==> src/rtl/mem_wb_pipe.sv <==
// mem_wb_pipe: parametrised MEM->WB pipeline register.
// Carries load data, ALU result, destination and writeback control through
// DEPTH stages with stall, flush, per-stage valid and a youngest-first
// forwarding lookup across all in-flight stages.
// Optional feature macro: MEM_WB_STATS_EN (adds wr_count_o / flush_count_o).
module mem_wb_pipe #(
  parameter int unsigned DATA_W = 32,
  parameter int unsigned ADDR_W = 5,
  parameter int unsigned DEPTH  = 1
) (
  input  logic              clk_i,
  input  logic              rst_i,
  input  logic              stall_i,
  input  logic              flush_i,
  input  logic              valid_i,
  input  logic [DATA_W-1:0] RDData_i,
  input  logic [DATA_W-1:0] ALUResult_i,
  input  logic [ADDR_W-1:0] RDaddr_i,
  input  logic              RegWrite_i,
  input  logic              MemToReg_i,
  output logic              valid_o,
  output logic [DATA_W-1:0] RDData_o,
  output logic [DATA_W-1:0] ALUResult_o,
  output logic [ADDR_W-1:0] RDaddr_o,
  output logic              RegWrite_o,
  output logic              MemToReg_o,
  output logic [DATA_W-1:0] wb_data_o,
  input  logic [ADDR_W-1:0] fwd_addr_i,
  output logic              fwd_hit_o,
  output logic [DATA_W-1:0] fwd_data_o
`ifdef MEM_WB_STATS_EN
  ,
  output logic [31:0]       wr_count_o,
  output logic [31:0]       flush_count_o
`endif
);

  // Reject unsupported pipeline depths while elaborating.
  if (DEPTH < 1 || DEPTH > 4) begin : g_depth_check
    $error("mem_wb_pipe: DEPTH must be in 1..4");
  end

  localparam int unsigned LAST = DEPTH - 1;

  // Stage 0 is the youngest entry, stage LAST drives the outputs.
  logic [DEPTH-1:0]  st_valid;
  logic [DEPTH-1:0]  st_rw;
  logic [DEPTH-1:0]  st_m2r;
  logic [ADDR_W-1:0] st_addr [DEPTH];
  logic [DATA_W-1:0] st_rd   [DEPTH];
  logic [DATA_W-1:0] st_alu  [DEPTH];
  logic [DATA_W-1:0] st_wb   [DEPTH];

  // Stage registers: reset clears all, flush kills control, otherwise shift unless stalled.
  always_ff @(posedge clk_i or posedge rst_i) begin
    if (rst_i) begin
      st_valid <= '0;
      st_rw    <= '0;
      st_m2r   <= '0;
      for (int unsigned k = 0; k < DEPTH; k++) begin
        st_addr[k] <= '0;
        st_rd[k]   <= '0;
        st_alu[k]  <= '0;
      end
    end else if (flush_i) begin
      // Data/address fields are left untouched; valid gating makes them inert.
      st_valid <= '0;
      st_rw    <= '0;
      st_m2r   <= '0;
    end else if (!stall_i) begin
      st_valid[0] <= valid_i;
      st_rw[0]    <= RegWrite_i & valid_i;
      st_m2r[0]   <= MemToReg_i;
      st_addr[0]  <= RDaddr_i;
      st_rd[0]    <= RDData_i;
      st_alu[0]   <= ALUResult_i;
      for (int unsigned k = 1; k < DEPTH; k++) begin
        st_valid[k] <= st_valid[k-1];
        st_rw[k]    <= st_rw[k-1];
        st_m2r[k]   <= st_m2r[k-1];
        st_addr[k]  <= st_addr[k-1];
        st_rd[k]    <= st_rd[k-1];
        st_alu[k]   <= st_alu[k-1];
      end
    end
  end

  // Per-stage writeback value, shared by the output mux and forwarding.
  always_comb begin
    for (int unsigned k = 0; k < DEPTH; k++) begin
      st_wb[k] = st_m2r[k] ? st_rd[k] : st_alu[k];
    end
  end

  assign valid_o     = st_valid[LAST];
  assign RDData_o    = st_rd[LAST];
  assign ALUResult_o = st_alu[LAST];
  assign RDaddr_o    = st_addr[LAST];
  assign RegWrite_o  = st_rw[LAST] & st_valid[LAST];
  assign MemToReg_o  = st_m2r[LAST];
  assign wb_data_o   = st_wb[LAST];

  // Forwarding lookup: first match scanning from stage 0 is the youngest writer.
  always_comb begin
    fwd_hit_o  = 1'b0;
    fwd_data_o = '0;
    for (int unsigned k = 0; k < DEPTH; k++) begin
      if (!fwd_hit_o && st_valid[k] && st_rw[k] &&
          (st_addr[k] == fwd_addr_i) && (st_addr[k] != '0)) begin
        fwd_hit_o  = 1'b1;
        fwd_data_o = st_wb[k];
      end
    end
  end

`ifdef MEM_WB_STATS_EN
  // Saturating counters of retired writes and flushes that killed live entries.
  always_ff @(posedge clk_i or posedge rst_i) begin
    if (rst_i) begin
      wr_count_o    <= '0;
      flush_count_o <= '0;
    end else begin
      if (RegWrite_o && !stall_i && (wr_count_o != '1)) begin
        wr_count_o <= wr_count_o + 32'd1;
      end
      if (flush_i && (|st_valid) && (flush_count_o != '1)) begin
        flush_count_o <= flush_count_o + 32'd1;
      end
    end
  end
`endif

endmodule

==> config.mk <==
export PLATFORM = sky130hd
export DESIGN_NAME = mem_wb_pipe
export DESIGN_NICKNAME = d
export VERILOG_FILES = /design/src/rtl/mem_wb_pipe.sv
export SDC_FILE = /design/constraint.sdc
export NUM_CORES = 1
export LEC_CHECK = 0
export CAP_MARGIN = 20
export CORE_ASPECT_RATIO = 0.9
export CORE_UTILIZATION = 34
export DETAILED_ROUTE_END_ITERATION = 8
export PLACE_DENSITY = 0.77
export SLEW_MARGIN = 20
export SYNTH_ARGS = -nofsm -noshare
export SYNTH_HDL_FRONTEND = slang
export SYNTH_SLANG_ARGS = --single-unit
export TNS_END_PERCENT = 1
==> constraint.sdc <==
create_clock -name clk_i -period 2.1 [get_ports clk_i]
set_input_delay 0.42 -clock clk_i [delete_from_list [all_inputs] [get_ports clk_i]]
set_output_delay 0.42 -clock clk_i [all_outputs]
set_load 0.05 [all_outputs]
* Word-level counts from Yosys, hierarchy flattened
Index checks and enable logic that the tools add are counted.
Cells by class: equal/unequal tests 2, multiplexer cells 9, bitwise operators 4, reduce and logical (&&, ||, !) cells 5
Operators by type and width (count):
- 32-bit two-way mux | 2
- 1-bit two-way mux | 7
- 5-bit == test | 1
- 5-bit nonzero test | 1
- 1-bit logical AND | 3
- 1-bit AND | 2
- 2-bit by 1-bit inequality test with 1-bit output, second input constant | 1
- 1-bit inverter | 2
- 2-bit AND reduction | 1
Storage, ports and cells: register bits 72, bits of input ports 81, output and inout port bits 137, logic and storage cells 26

* Logic depth before layout (Yosys ltp)
word-level depth 4, mapped depth 5

* Worst setup path before layout
OpenSTA, ideal clock, no wires.
path type register to output, start point reg st_valid (netlist: valid_o), end point out fwd_data_o[0], arrival time 3.260 ns, required time 1.680 ns, path slack -1.580 ns, cell stages (with the launch flop) 5, cells stage by stage dfrtp_1 and2_1 nand2_1 clkbuf_1 nor4b_1
On the way: cells in the longest elaborated chain, start to end 4
RTL lines:
- start, declared | RTL line 46 | logic [DEPTH-1:0] st_valid;
- start signal, assigned by index | RTL line 78 | st_valid[k] <= st_valid[k-1];
- 1-bit logical AND (2 in a row) | RTL line 108 | if (!fwd_hit_o && st_valid[k] && st_rw[k] &&
- 1-bit logical AND | RTL line 109 | (st_addr[k] == fwd_addr_i) && (st_addr[k] != '0)) begin
- 32-bit two-way mux | RTL line 108
- end, declared | RTL line 30 | output logic [DATA_W-1:0] fwd_data_o
No other way between the ends.

* Worst setup path after layout
start point in fwd_addr_i[1], end point out fwd_data_o[6]
On the way: cells in the longest elaborated chain, start to end 4
RTL lines:
- start, declared | RTL line 28 | input logic [ADDR_W-1:0] fwd_addr_i,
- 5-bit == test | RTL line 109
- 1-bit logical AND | RTL line 108
- 1-bit logical AND | RTL line 109
- 32-bit two-way mux | RTL line 108
No other way between the ends.

==> impl_metrics.yaml <==
run_status:
  status: "finished, violations left"
  failed_checks: "setup timing"
clock_network:
  clkTransAtPathRegs_ps: 50
  cts_buffers: 9
  cts_tree: "done"
  ctsHtreeMaxLevel: 3
  postCtsHoldBufs: 0
  clock_sinks: 72
  worst_skew_pair.late_latency_ps: 320
  cts_buffer_depth: 2
  cts_root_buffer: "clkbuf_16"
critical_path:
  path_delay_family: "simple AND/OR/NAND/NOR gates"
  required_ps: 1680
  regToRegSetupSlack_ps: 1160
  cpPeakStageDelay_ps: 540
  worstSetupPathType: "in -> out"
  cp-end-kind: "primary output"
  worst-path-buf-inv: 4
  worstPathArrival_ps: 1870
  crit_fanout: 7
  worstReg2RegEnd: "MemToReg_o"
  crit_chain: "buf_6 -> or4_4 -> a21oi_4 -> buf_12 -> buf_16 -> nor4b_4 -> buf_12"
  cp_num_cells: 7
  startpoint: "fwd_addr_i[1]"
  reg2reg_depth: 3
  rr_startpoint: "MemToReg_o"
  cp_slowest_cell: "or4_4"
  cp_common_cell: "buf_12"
  cp-endpoint: "fwd_data_o[6]"
  start_kind: "primary input"
timing:
  slew_headroom_pct: 62.9
  finalSetupViolCount: 33
  max_freq_mhz: 437
  min_period_ps: 2290
  setup_tns_ps: -4980
  finClkSkew_ps: 0
  hold_viol_final: 0
  worst_slack_ps: -186
  fin_crit_sh_pct: 109
  worstMarginPinSlew_ps: 555
  rsz0062_at_grt: "true"
  slew_viol_final: 0
synth:
  synth_nets: 328
  ys_ff_latch: 72
  synth_most_common_cell: "mux2_2"
  synth_edf_count: 0
  yosysSeqAreaShare_pct: 51.7
  synth_warnings: 0
  ys_types: 20
  syn_inst: 247
  synth_top_area_share_pct: 51.7
  synth_flop_cell: "dfrtp_1"
  avgSynthCellArea_um2: 14.1
  synth_top_area_cell: "dfrtp_1"
  ys_top_cells_by_count: "mux2_2, dfrtp_1, nor4b_1"
  async_reset_ff_share_pct: 100
  ys_top_cells_by_area: "dfrtp_1, mux2_2, nor4b_1, buf_2, xnor2_1"
  netlist_area_um2: 3490
drt:
  num_vias: 3064
  remaining_drc_errors: 0
  dr.pass1.iters: 4
  wl_um: 11600
  first_iter_violations: 78
  ant_nets: 0
  avgViaCountPerCell: 5.01
  wl_per_cell_um: 19.1
power:
  power_density_nw_per_um2: 852
  ir_drop_uv: 426
  p_leak_uw: 0.00296
  total_power_uw: 5940
floorplanning:
  core_um2: 9830
  boundaryPins: 218
  die_area_um2: 10700
  die_x_um: 109
  rows: 34
  die_y_um: 98.1
  start_util_pct: 35.5
finish:
  area.growth.synth_to_final_pct: 100
  layout-drive-gt1-share_pct: 54.4
  num_antenna_cells: 0
  layout.nets: 561
place:
  gp_congestion: 0.763
  numPortBuffers: 217
  dp_hpwl_um: 8320
global_route:
  grt_max_degree: 50
  gr-total-overflow: 0
  antenna_found_initial: 0
  grt_use_met1_pct: 27.2
  busiest_layer: "met2"
  met3_usage_pct: 6.68
  grt_pass1_wl_um: 18300
  grt_usage_pct: 22.7
  first_global_vias: 3308
  grt.met2_usage_pct: 39.3
hold_path:
  hold_path.class: "in -> async"
job:
  cap_viol_max_count: 0
[worst min-delay path: cells and delay by family]
family,cells,cell delay [ps]
buffers and inverters,3,800
[layer usage]
layer / vias up / share of wire [%]
met2: 131 / 52
met5: - / 0
met3: 12 / 7.9
met1: 1528 / 39
li1: 1393 / -
met4: 0 / 1.2
[state kept, by name, indices dropped and copies added, names as in the netlist]
register     count
MemToReg_o       1
st_rw            1
RDData_o        32
RDaddr_o         5
valid_o          1
ALUResult_o     32
[metrics by stage]
stage | utilization (%) | hold WS (ps) | setup WS (ps) | std cells | cell area (um^2)
2_1_floorplan | - | 483 | -285 | 247 | 4040
3_3_place_gp | 65.4 | 510 | -470 | 588 | 6430
3_5_place_dp | 65.4 | 519 | -523 | 588 | 6430
4_1_cts | 70.8 | 531 | -195 | 611 | 6960
5_1_grt | 71.0 | 554 | -214 | 611 | 6970
6_report | 71.0 | 526 | -186 | 611 | 6970
[cell families (layout without fill, tap and decap cells)]
family | Yosys count | after routing | share of synthesized area, %
AO/OA/AOI/OAI | 2 | 2 | 0.610
XOR/XNOR | 4 | 4 | 1.00
buffers and inverters | 21 | 259 | 3.52
flip-flops | 72 | 72 | 51.7
multiplexers | 103 | 103 | 33.2
AND/OR/NAND/NOR | 45 | 45 | 9.98
[repair_timing]
item                       4_1_cts  5_1_grt
resized for setup               55        3
cloned                           2        0
buffers inserted                 5        1
pin swaps                       23        8
setup endpoints to repair       33       33
[layout by cell type, fill, tap and decap left out, types with 2 or more instances in the layout]
master / n
clkbuf_1: 2
clkinv_2: 4
clkbuf_16: 9
mux2_2: 101
clkdlybuf4s50_1: 144
buf_4: 44
dfrtp_1: 66
dfrtp_2: 6
buf_16: 3
buf_12: 21
buf_2: 2
and2_4: 2
xnor2_4: 2
nor3_4: 2
buf_6: 27
xnor2_2: 2
mux2i_1: 2
nor4b_4: 31
nor2_1: 2
[layout make-up]
| class | instances | area (um^2) |
|---|---|---|
| inverters | 1 | 7.51 |
| well taps | 126 | 158 |
| repair buffers | 242 | 2600 |
| flip-flops and latches | 72 | 1810 |
| fillers | 680 | 2850 |
| multi-input cells | 154 | 2130 |
| clock inverters | 4 | 20.0 |
| clock buffers | 12 | 246 |
[where the power goes]
part           total (uW)  switching, uW  internal, uW
sequential           1760            164          1590
clock                1370            543           824
combinational        2820           1700          1110
total                5940           2410          3530
[worst min-delay path by stage]
stage / endpoint / slack [ps] / cells past startpoint
2_1_floorplan: MemToReg_o / 480 / 1
3_3_place_gp: RDData_o[28] / 510 / 1
3_5_place_dp: RDData_o[11] / 520 / 1
4_1_cts: ALUResult_o[0] / 530 / 1
5_1_grt: RDData_o[11] / 550 / 1
6_report: MemToReg_o / 530 / 3
(Power assumes the default switching activity.)
==> RTL change: new RTL, config.mk and constraints unchanged <==
Build with the macro `MEM_WB_STATS_EN` defined.
--- a/src/rtl/mem_wb_pipe.sv
+++ b/src/rtl/mem_wb_pipe.sv
@@ -4,4 +4,6 @@
 // forwarding lookup across all in-flight stages.
 // Optional feature macro: MEM_WB_STATS_EN (adds wr_count_o / flush_count_o).
+`define MEM_WB_STATS_EN
+
 module mem_wb_pipe #(
   parameter int unsigned DATA_W = 32,
Function (old outputs only; new: flush_count_o and wr_count_o): kept (Yosys induction, for registers that start in step).
==> RTL change against the original RTL <==
The run still ends with negative setup slack left; maximum frequency is 13% lower; die area up 83%; sequential cell count is 64 higher; worst setup slack worse by 0.34 ns; sequential power increased by 76%; area after synthesis grew 85%; synthesized cell count increased by 120%; via count rose by 84%; routed wire length grew 73%; power increased by 57%; register-to-register slack got worse by 0.94 ns; worst hold slack worse by 0.041 ns; largest power group is now clock; first-iteration DRC count increased by 130%; final area is 63% higher.
==> RTL change: results (changes against the original RTL) <==
* Crit path max fanout at 5 (was 7)
* Crit path to: fwd_data_o[14] (was fwd_data_o[6])
* TNS Setup at -16.29 ns (was -4.98 ns)
* Tot GR Track Use at 21.2% (was 22.7%)
* Violated checks: negative setup slack (unchanged)
* Top post-synthesis cells by area: dfrtp_1 53%, mux2_2 18%, xnor2_1 6.5% (was dfrtp_1 52%, mux2_2 33%, nor4b_1 7.8%)
* Syn Nets at 619 (was 328)
* P_leak at 5.38 nW (was 2.96 nW)
* First-pass GRT wire length at 32.0 mm (was 18.3 mm)
* Skew final at 0.00928 ns (was 0 ns)
* Gpl congestion at 0.858 (was 0.763)
* Met1 usage at 25.8% (was 27.2%)
* R2r startpoint: wr_count_o[1] (was MemToReg_o)
* Layout fillers at 1,454 (was 680)
* Hpwl dp at 14.8 mm (was 8.32 mm)
* Setup crit start: RDaddr_o[1] (was fwd_addr_i[1])
* Met2 global-route usage at 36.1% (was 39.3%)
* NumNets Final at 961 (was 561)
* WL/cell at 17.8 µm (was 19.1 µm)
* Data arrival time of the worst path at 2.21 ns (was 1.87 ns)
* Port bufs at 281 (was 217)
* H-tree depth at 4 (was 3)
* Top post-synthesis cells by count: 136 x dfrtp_1, 103 x mux2_2, 48 x xnor2_1 (was 101 x mux2_2, 72 x dfrtp_1, 31 x nor4b_1)
* Synth unique cells at 38 (was 20)
* Register area share after synthesis at 52.7% (was 51.7%)
* Vias in the first global route at 5,799 (was 3,308)
* Reg2reg path depth at 6 (was 3)
* DRT iter0 DRCs at 179 (was 78)
* Slew margin rel. at 61.8% (was 62.9%)
* Gate Count Post-Synth at 536 (was 247)
* Largest net degree at the start of global routing at 73 (was 50)
* Total CTS buffers at 17 (was 9)
* Outcome: finished, violations left (unchanged)
* Setup Viol. Count Final at 37 (was 33)
* Flop2flop setup slack at 0.22 ns (was 1.16 ns)
* Met3 usage at 5.83% (was 6.68%)
* Reg2reg end: wr_count_o[1] (was MemToReg_o)
* Fin worst setup slack at -0.530 ns (was -0.186 ns)
* Switching Share at 34.4% (was 40.6%)
* Layout cells sized above 1 at 36.8% (was 54.4%)
RTL change: changes by cell type after synthesis, moves of 17 or more:
| cell | unedited run | this run |
|---|---|---|
| dfrtp_1 | 72 | 136 |
| xnor2_1 | 4 | 48 |
| nor2b_1 | 0 | 33 |
| nor4b_1 | 31 | 0 |
| nand4_1 | 0 | 29 |
| nand2_1 | 2 | 30 |
| nand3_1 | 2 | 27 |
| nor2_1 | 3 | 20 |
RTL change: how the worst min path moves through the flow:
| stage | end | slack (ns) |
|---|---|---|
| global placement | flush_count_o[27] | 0.49 |
| global route | RDaddr_o[3] | 0.51 |
| CTS | RDData_o[5] | 0.50 |
| floorplan | MemToReg_o | 0.48 |
| detailed placement | flush_count_o[27] | 0.50 |
| finish | RDaddr_o[3] | 0.49 |
RTL change: final cells by class:
type                       instances  area, µm²  share of cell area, %
sequential                       136       3410                   29.9
tap                              245        307                   2.69
clock buffer                      21        460                   4.04
clock inverter                    11        171                   1.50
inverter                           7       30.0                  0.264
timing repair buffer             340       3700                   32.5
multi-input combinational        376       3310                   29.1
RTL change: timing repair:
item | in CTS | in global routing
pin swaps | 4 | 1
buffers inserted | 3 | 1
gates cloned | 2 | 0
resized for setup | 54 | 60
endpoints found under the setup margin | 78 | 84
RTL change: kinds of logic (layout without fill, tap and decap cells):
logic type	after synthesis	in the layout	synth area share, %
mux	104	104	18.1
compound gates	18	18	2.21
flops	136	136	52.7
buf+inv	24	379	1.47
xor+xnor	62	62	8.41
fa+ha+maj	2	2	0.388
simple gates	190	190	16.7
RTL change: routing by layer:
layer / up-vias / share of wire [%]
met5: - / 0
met4: 0 / 1.7
met3: 25 / 6.8
met2: 214 / 51
met1: 2785 / 40
li1: 2611 / -
RTL change: power groups by stage:
stage                     clock network (W)  logic (W)  registers, W
after floorplan                           0   0.000971       0.00398
after CTS                           0.00326    0.00295       0.00310
after global routing                0.00339    0.00313       0.00314
final                               0.00320    0.00302       0.00310
after detailed placement                  0    0.00293       0.00313
after global placement                    0    0.00292       0.00312
RTL change: metrics by stage:
| stage | cell area [µm²] | hold slack (ns) | total power [W] |
|---|---|---|---|
| finish | 11400 | 0.485 | 0.00932 |
| detailed placement | 10500 | 0.497 | 0.00607 |
| CTS | 11200 | 0.502 | 0.00930 |
| global route | 11400 | 0.513 | 0.00966 |
| global placement | 10500 | 0.491 | 0.00604 |
| floorplan | 6730 | 0.483 | 0.00495 |
RTL change: worst max-delay path, cell delays in order, from the launching register on:
cell     delay [ns]
dfrtp_2        0.43
xnor2_2        0.17
nand3_1        0.10
or4_4          0.49
buf_6          0.18
buf_16         0.15
nor2b_4        0.14
buf_12         0.14
